<file path="config.mk">
export PLATFORM = sky130hd
export DESIGN_NAME = mux_scan_n
export DESIGN_NICKNAME = d
export VERILOG_FILES = /design/src/rtl/mux_scan_n.sv
export SDC_FILE = /design/constraint.sdc
export NUM_CORES = 1
export LEC_CHECK = 0
export CORE_MARGIN = 3
export CORE_UTILIZATION = 37
export DETAILED_ROUTE_END_ITERATION = 8
export GPL_ROUTABILITY_DRIVEN = 0
export PLACE_DENSITY = 0.87
export SLEW_MARGIN = 15
export SYNTH_ARGS = -nofsm -noshare
export SYNTH_HDL_FRONTEND = slang
export SYNTH_SLANG_ARGS = --single-unit
</file>
<file path="constraint.sdc">
create_clock -name clk -period 2.1 [get_ports clk]
set_clock_uncertainty 0.2 [all_clocks]
set_input_delay 0.21 -clock clk [delete_from_list [all_inputs] [get_ports clk]]
set_output_delay 0.21 -clock clk [all_outputs]
set_load 0.01 [all_outputs]
</file>
<file path="src/rtl/mux_scan_n.sv">
// -----------------------------------------------------------------------------
// mux_scan_n
//
// Registered N-channel data multiplexer with two ways of choosing the channel:
//   mode = 0 : manual select, the channel index comes from sel
//   mode = 1 : auto round-robin scan, the channel index comes from ptr, which
//              steps through 0..N_CH-1 once per cycle the output can accept
//
// The output stage is a single valid/ready register. A new beat is captured
// only when the register is empty or is being drained in the same cycle, so a
// stalled downstream freezes both the held beat and the scan pointer.
//
// Channels that are not selected, or are selected while their valid flag is
// low, are ignored. There is no per-channel buffering.
//
// Optional feature (compile-time macro MUX_SCAN_PARITY_EN):
//   When defined, an extra output dout_par carries the XOR of the dout bits.
//   It is registered together with dout and reset to 0. When undefined the
//   port does not exist.
//
// Parameters
//   N_CH       number of input channels (2..16)
//   W          data width per channel (1..32)
//   SW         channel-index width, clog2(N_CH), minimum 1 (derived)
//
// Ports
//   clk        clock, all state changes on the rising edge
//   rst        synchronous active-high reset
//   mode       0 = manual select, 1 = round-robin scan
//   sel        manual channel index (only used when mode = 0)
//   din        packed channel data, channel k at bits [k*W +: W]
//   in_valid   per-channel data-valid flags
//   out_ready  downstream accept
//   dout       registered selected data
//   dout_ch    channel index that dout came from
//   out_valid  dout/dout_ch hold a beat
//   ptr        current channel pointer (debug echo)
//   mode_q     registered mode (debug echo)
//   dout_par   XOR of dout bits (only with MUX_SCAN_PARITY_EN)
// -----------------------------------------------------------------------------
module mux_scan_n #(
  parameter  int N_CH = 4,
  parameter  int W    = 8,
  localparam int SW   = (N_CH > 1) ? $clog2(N_CH) : 1
) (
  input  logic              clk,
  input  logic              rst,
  input  logic              mode,
  input  logic [SW-1:0]     sel,
  input  logic [N_CH*W-1:0] din,
  input  logic [N_CH-1:0]   in_valid,
  input  logic              out_ready,
  output logic [W-1:0]      dout,
  output logic [SW-1:0]     dout_ch,
  output logic              out_valid,
  output logic [SW-1:0]     ptr,
  output logic              mode_q
`ifdef MUX_SCAN_PARITY_EN
  ,
  output logic              dout_par
`endif
);

  localparam logic [SW-1:0] LAST_CH = SW'(N_CH - 1);

  // ---------------------------------------------------------------------------
  // Channel selection
  // ---------------------------------------------------------------------------
  logic          load_en;
  logic          mode_rise;
  logic [SW-1:0] cur_ch;
  logic          cur_hit;
  logic          cur_valid;
  logic [W-1:0]  cur_data;
  logic          do_load;
  logic [SW-1:0] ptr_adv;

  always_comb begin
    load_en   = ~out_valid | out_ready;
    // Entering scan mode restarts the scan at channel 0 on the next cycle.
    mode_rise = mode & ~mode_q;
    cur_ch    = mode ? ptr : sel;
  end

  // Decoding through an explicit match loop means an index at or beyond N_CH
  // simply never hits, which covers non-power-of-two channel counts.
  always_comb begin
    cur_hit   = 1'b0;
    cur_valid = 1'b0;
    cur_data  = '0;
    for (int k = 0; k < N_CH; k++) begin
      if (cur_ch == SW'(k)) begin
        cur_hit   = 1'b1;
        cur_valid = in_valid[k];
        cur_data  = din[k*W +: W];
      end
    end
  end

  always_comb begin
    do_load = load_en & ~mode_rise & cur_hit & cur_valid;
    // Compare with >= so an out-of-range pointer still returns to 0.
    ptr_adv = (ptr >= LAST_CH) ? '0 : ptr + SW'(1);
  end

  // ---------------------------------------------------------------------------
  // Next-state computation
  // ---------------------------------------------------------------------------
  logic [W-1:0]  dout_n;
  logic [SW-1:0] dout_ch_n;
  logic          out_valid_n;
  logic [SW-1:0] ptr_n;
`ifdef MUX_SCAN_PARITY_EN
  logic          dout_par_n;
`endif

  always_comb begin
    dout_n      = dout;
    dout_ch_n   = dout_ch;
    out_valid_n = out_valid;
    ptr_n       = ptr;
`ifdef MUX_SCAN_PARITY_EN
    dout_par_n  = dout_par;
`endif

    if (mode_rise) begin
      // Transition edge: pointer restarts, nothing is captured. A held beat
      // that is not being drained stays put.
      ptr_n = '0;
      if (load_en) begin
        out_valid_n = 1'b0;
      end
    end else if (load_en) begin
      out_valid_n = do_load;
      if (do_load) begin
        dout_n    = cur_data;
        dout_ch_n = cur_ch;
`ifdef MUX_SCAN_PARITY_EN
        dout_par_n = ^cur_data;
`endif
      end
      // Scan advances whether or not the visited channel had data; in manual
      // mode the pointer tracks the requested channel.
      ptr_n = mode ? ptr_adv : sel;
    end
  end

  // ---------------------------------------------------------------------------
  // State registers
  // ---------------------------------------------------------------------------
  always_ff @(posedge clk) begin
    if (rst) begin
      dout      <= '0;
      dout_ch   <= '0;
      out_valid <= 1'b0;
      ptr       <= '0;
      mode_q    <= 1'b0;
`ifdef MUX_SCAN_PARITY_EN
      dout_par  <= 1'b0;
`endif
    end else begin
      dout      <= dout_n;
      dout_ch   <= dout_ch_n;
      out_valid <= out_valid_n;
      ptr       <= ptr_n;
      mode_q    <= mode;
`ifdef MUX_SCAN_PARITY_EN
      dout_par  <= dout_par_n;
`endif
    end
  end

endmodule

</file>
# Word-level counts from Yosys, hierarchy flattened
# Index checks and enable logic that the tools add are counted.
[word_totals]
inputBits = 42
output_inout_bits = 14
wordCells = 39
ff_bits = 14
[op_classes]
order_cmp = 1
bitwise = 8
mux = 18
eq_ne = 3
n_reduce_logical = 3
addsub = 1
[ops]
columns = ["operator", "n"]
rows = [
  ["two-way mux 8 bit", 4],
  ["two-way mux 1 bit", 11],
  ["two-way mux 2 bit", 3],
  ["AND 1 bit", 4],
  ["== test 2 bit (second input constant)", 2],
  ["inverter 1 bit", 3],
  ["AND reduction 3 bit", 1],
  ["adder 2 x 1 -> 2 bit (second input constant)", 1],
  ["== test 2 x 1 -> 1 bit (second input constant)", 1],
  [">= comparator 2 bit (second input constant)", 1],
  ["zero test 2 bit", 1],
  ["OR reduction 2 bit", 1],
  ["bitwise OR 1 bit", 1],
]

# Logic depth before layout (Yosys ltp)
[depth]
word_depth = 10
depth_mapped = 7
depth_no_buf = 5

# Least setup slack after synthesis
# OpenSTA, ideal clock, no wires.
[synth_timing]
path_kind = "reg2reg"
from = "register ptr[1]"
to = "register dout[5]"
n_path_buf = 2
path_stages_with_launch = 7
t_required_ns = 1.833
period_less_slack_ns = 1.698
setup_time_ns = 0.067
setup_slack_ns = 0.402
t_arrival_ns = 1.431
cell_sequence = "dfxtp_1 -> mux2i_4 -> buf_6 -> buf_12 -> mux2i_1 -> a211o_1 -> a21oi_2"
[synth_between]
elab_chain_len = 9
elab_cells_between_ends = 20
classes_between = "eq/ne (3); mux (13); bitwise (2); reduce/logical (2)"
[synth_lines]
columns = ["element", "line_no", "text"]
rows = [
  ["start, declared", "56", "output logic [SW-1:0] ptr,"],
  ["start signal, assigned", "165", "ptr <= ptr_n;"],
  ["two-way mux 2 bit *", "82", "cur_ch = mode ? ptr : sel;"],
  ["zero test 2 bit", "92", "if (cur_ch == SW'(k)) begin"],
  ["two-way mux 1 bit (4 in series)", "92", ""],
  ["AND 1 bit (2 in series)", "101", "do_load = load_en & ~mode_rise & cur_hit & cur_valid;"],
  ["AND reduction 3 bit (no line)", "--", ""],
  ["end signal, assigned", "162", "dout <= dout_n;"],
  ["end, declared", "53", "output logic [W-1:0] dout,"],
]
# Mark *: on every way between the ends. The rest lies on a longest branch, timed or not.
# A chain may end at the register's enable or synchronous reset.

# Final worst setup path
[layout_timing]
from = "input mode"
to = "register dout[3]"
[layout_between]
elab_chain_len = 9
elab_cells_between_ends = 23
classes_between = "eq/ne (3); mux (13); bitwise (5); reduce/logical (2)"
[layout_lines]
columns = ["element", "line_no", "text"]
rows = [
  ["start, declared", "48", "input logic mode,"],
  ["two-way mux 2 bit", "82", ""],
  ["zero test 2 bit", "92", ""],
  ["two-way mux 1 bit (4 in series)", "92", ""],
  ["AND 1 bit (2 in series)", "101", ""],
  ["AND reduction 3 bit (no line)", "--", ""],
]
# Parallel ways exist; a longest one is shown, timed or not.

==> metrics.txt <==
VDD IR max=480 µV; status=finished clean; Achievable Freq=494 MHz; # Post-CTS Setup Buffers=0; io pins=56; Pwr per Cell Area=509 mW/mm²; Min-Delay Path Class=flop to flop; Reg clk slew, reported paths=0.09 ns; clk_lat worst skew=0.28 ns; final worst-path cycle share=0.963; vias in the first global route=1062; core footprint=0.00228 mm²; Max Cap Viol=0; Max clock buf depth=2; Synthesized Nets=148; GRT overflow=0; CTS tree=built; Die W=55.9 µm; CTS Root Buffer Type=clkbuf_4; port bufs=55; DRT Pass-1 Iters=4; CP arrival=1.97 ns; sequential area share after synthesis=0.304; Rows=17; placed instance count=196; hold depth=2; synthesized cell area=921 µm²; hold_buf cts=0; vias per inst=5.16; startpoint types=input pin; CP endpoint kind=flop; ant diodes=0; area delta synth->final=76.4%; crit path cell chain=clkdlybuf4s50_1 -> mux2i_4 -> buf_12 -> and2b_1 -> a211oi_1 -> a211o_1 -> a21oi_1; kind of critical path=input pin to flop; r2r worst-path depth=6; H-Tree Depth=1; CP Data Required Time=2.05 ns; first-pass GRT wire length=5180 µm; wire per inst=15.5 µm; Rel. slew slack=0.644; critical path's largest stage delay=0.63 ns; CTS buffer count=3; post-CTS sizing=0; filler instances=177; total number of vias=1031; Post-Layout Cell Count=200; Setup-failing EPs final=0; flops & latches, synth=14; DR iter-0 viols=28; Routed WL=3090 µm; drc violations=0; worst hold margin=0.259 ns; Post-layout nets=215; Yosys Warn Count=0; Die ar.=0.00312 mm²; Initial Utilization=0.405; Mapped Avg Cell Area=8.69 µm²; leakage=0.661 nW; largest net degree at the start of global routing=18; Antenna Nets Post-Route=0; Die H=55.9 µm; antenna violations before repair=0; synthesized instance count=106; Clock Sinks=14; crit path time final=2.02 ns; Tot GR Track Use=0.206; number of library cell types mapped by synthesis=26; Hold Vio Cnt, Final=0; Critical-path top delay cell=clkdlybuf4s50_1; Slew Viols, Final=0; RSZ-0062 raised after global routing=false; hpwl dp=2440 µm; Max FO, Critical Path=17; layout cells sized above 1=0.122; Slew @ Worst Pin=0.533 ns
-- flip-flops by register name, indices dropped and copies added (netlist names) --
signal / cells
dout: 8
mode_q: 1
out_valid: 1
ptr: 2
dout_ch: 2
-- Yosys cell counts --
cell type  count  area share
a32oi_1        1      0.0095
mux2i_1       10        0.11
a2bb2oi_1      1      0.0095
nand2_1       12       0.049
and2b_1        6       0.049
a21oi_1       12       0.065
or2_0          1      0.0068
o22ai_1        1      0.0068
a32o_1         1       0.011
a22oi_1        1      0.0082
or2_1          1      0.0068
nand2b_1       2       0.014
buf_2          3       0.016
clkbuf_1       1      0.0041
o21ai_0        1      0.0054
mux2i_4        1       0.024
buf_12         1       0.022
nor2b_1        8       0.054
inv_1          1      0.0041
a211o_1        8       0.076
a211oi_1       9       0.073
a21oi_2        2       0.019
dfxtp_1       14        0.30
nor2_1         5       0.020
buf_6          2       0.024
nor3b_1        1      0.0082
-- kinds of logic (layout without fill, tap and decap cells) --
logic type,count (synthesis),count (layout),synth area share
AO/OA/AOI/OAI,37,37,0.284
buffers and inverters,8,74,0.0706
flip-flops,14,14,0.304
multiplexers,11,11,0.133
AND/OR/NAND/NOR,36,36,0.208
-- per-layer routing --
| metal | routed length (µm) | global-route usage |
|---|---|---|
| met4 | 20 | 0.0610 |
| met5 | 0 | 0 |
| met3 | 172 | 0.0302 |
| met2 | 1620 | 0.363 |
| met1 | 1280 | 0.257 |
-- power breakdown --
part	total (W)	switching (W)	internal (W)
registers	0.000306	0.0000166	0.000289
clock network	0.000197	0.0000915	0.000105
logic	0.000324	0.000126	0.000198
total	0.000827	0.000234	0.000593
-- area by class of cell --
| type | instances | area [µm²] | area share |
|---|---|---|---|
| Timing Repair Buffer | 69 | 693 | 0.427 |
| Multi-Input combinational cell | 84 | 576 | 0.354 |
| Sequential cell | 14 | 280 | 0.173 |
| Clock buffer | 4 | 36.3 | 0.0223 |
| Tap cell | 28 | 35.0 | 0.0216 |
| Inverter | 1 | 3.75 | 0.00231 |
-- layout by cell type (no fill, tap or decap), drive strengths merged --
cell type,count
nand2,12
nor2b,8
a32o,1
a22oi,1
nor2,5
or2,2
clkdlybuf4s50,55
a211o,8
a2bb2oi,1
buf,14
a32oi,1
o21ai,1
mux2i,11
inv,1
clkbuf,4
and2b,6
dfxtp,14
nand2b,2
o22ai,1
a21oi,14
nor3b,1
a211oi,9
-- stage by stage --
step           power [W]  instance area (µm²)  TNS [ns]  worst slack [ns]  utilization
3_5_place_dp    0.000634                 1590     -1.61            -0.204        0.698
6_report        0.000827                 1620         0            0.0772        0.714
5_1_grt         0.000868                 1620         0            0.0181        0.714
4_1_cts         0.000831                 1620         0            0.0884        0.714
3_3_place_gp    0.000625                 1590     -1.06            -0.147        0.698
2_1_floorplan   0.000452                  921         0             0.402            -
-- worst max-delay path: cells and delay by family --
kind | cells | cell delay (ns)
mux | 1 | 0.31
simple gates | 1 | 0.19
buf+inv | 2 | 0.79
compound gates | 3 | 0.47
-- path summary, 6_finish.rpt --
| path | start | to | slack (ns) |
|---|---|---|---|
| hold reg to reg | dout[0]$_SDFFE_PP0P_ | dout[0]$_SDFFE_PP0P_ | 0.26 |
| hold / removal | dout[0]$_SDFFE_PP0P_ | dout[0]$_SDFFE_PP0P_ | 0.26 |
| setup / recovery | mode | dout[3]$_SDFFE_PP0P_ | 0.08 |
| setup reg to reg | ptr[1]$_SDFFE_PP0N_ | dout_ch[1]$_SDFFE_PP0P_ | 0.26 |
Note: power is estimated with default switching activity, not from simulation.
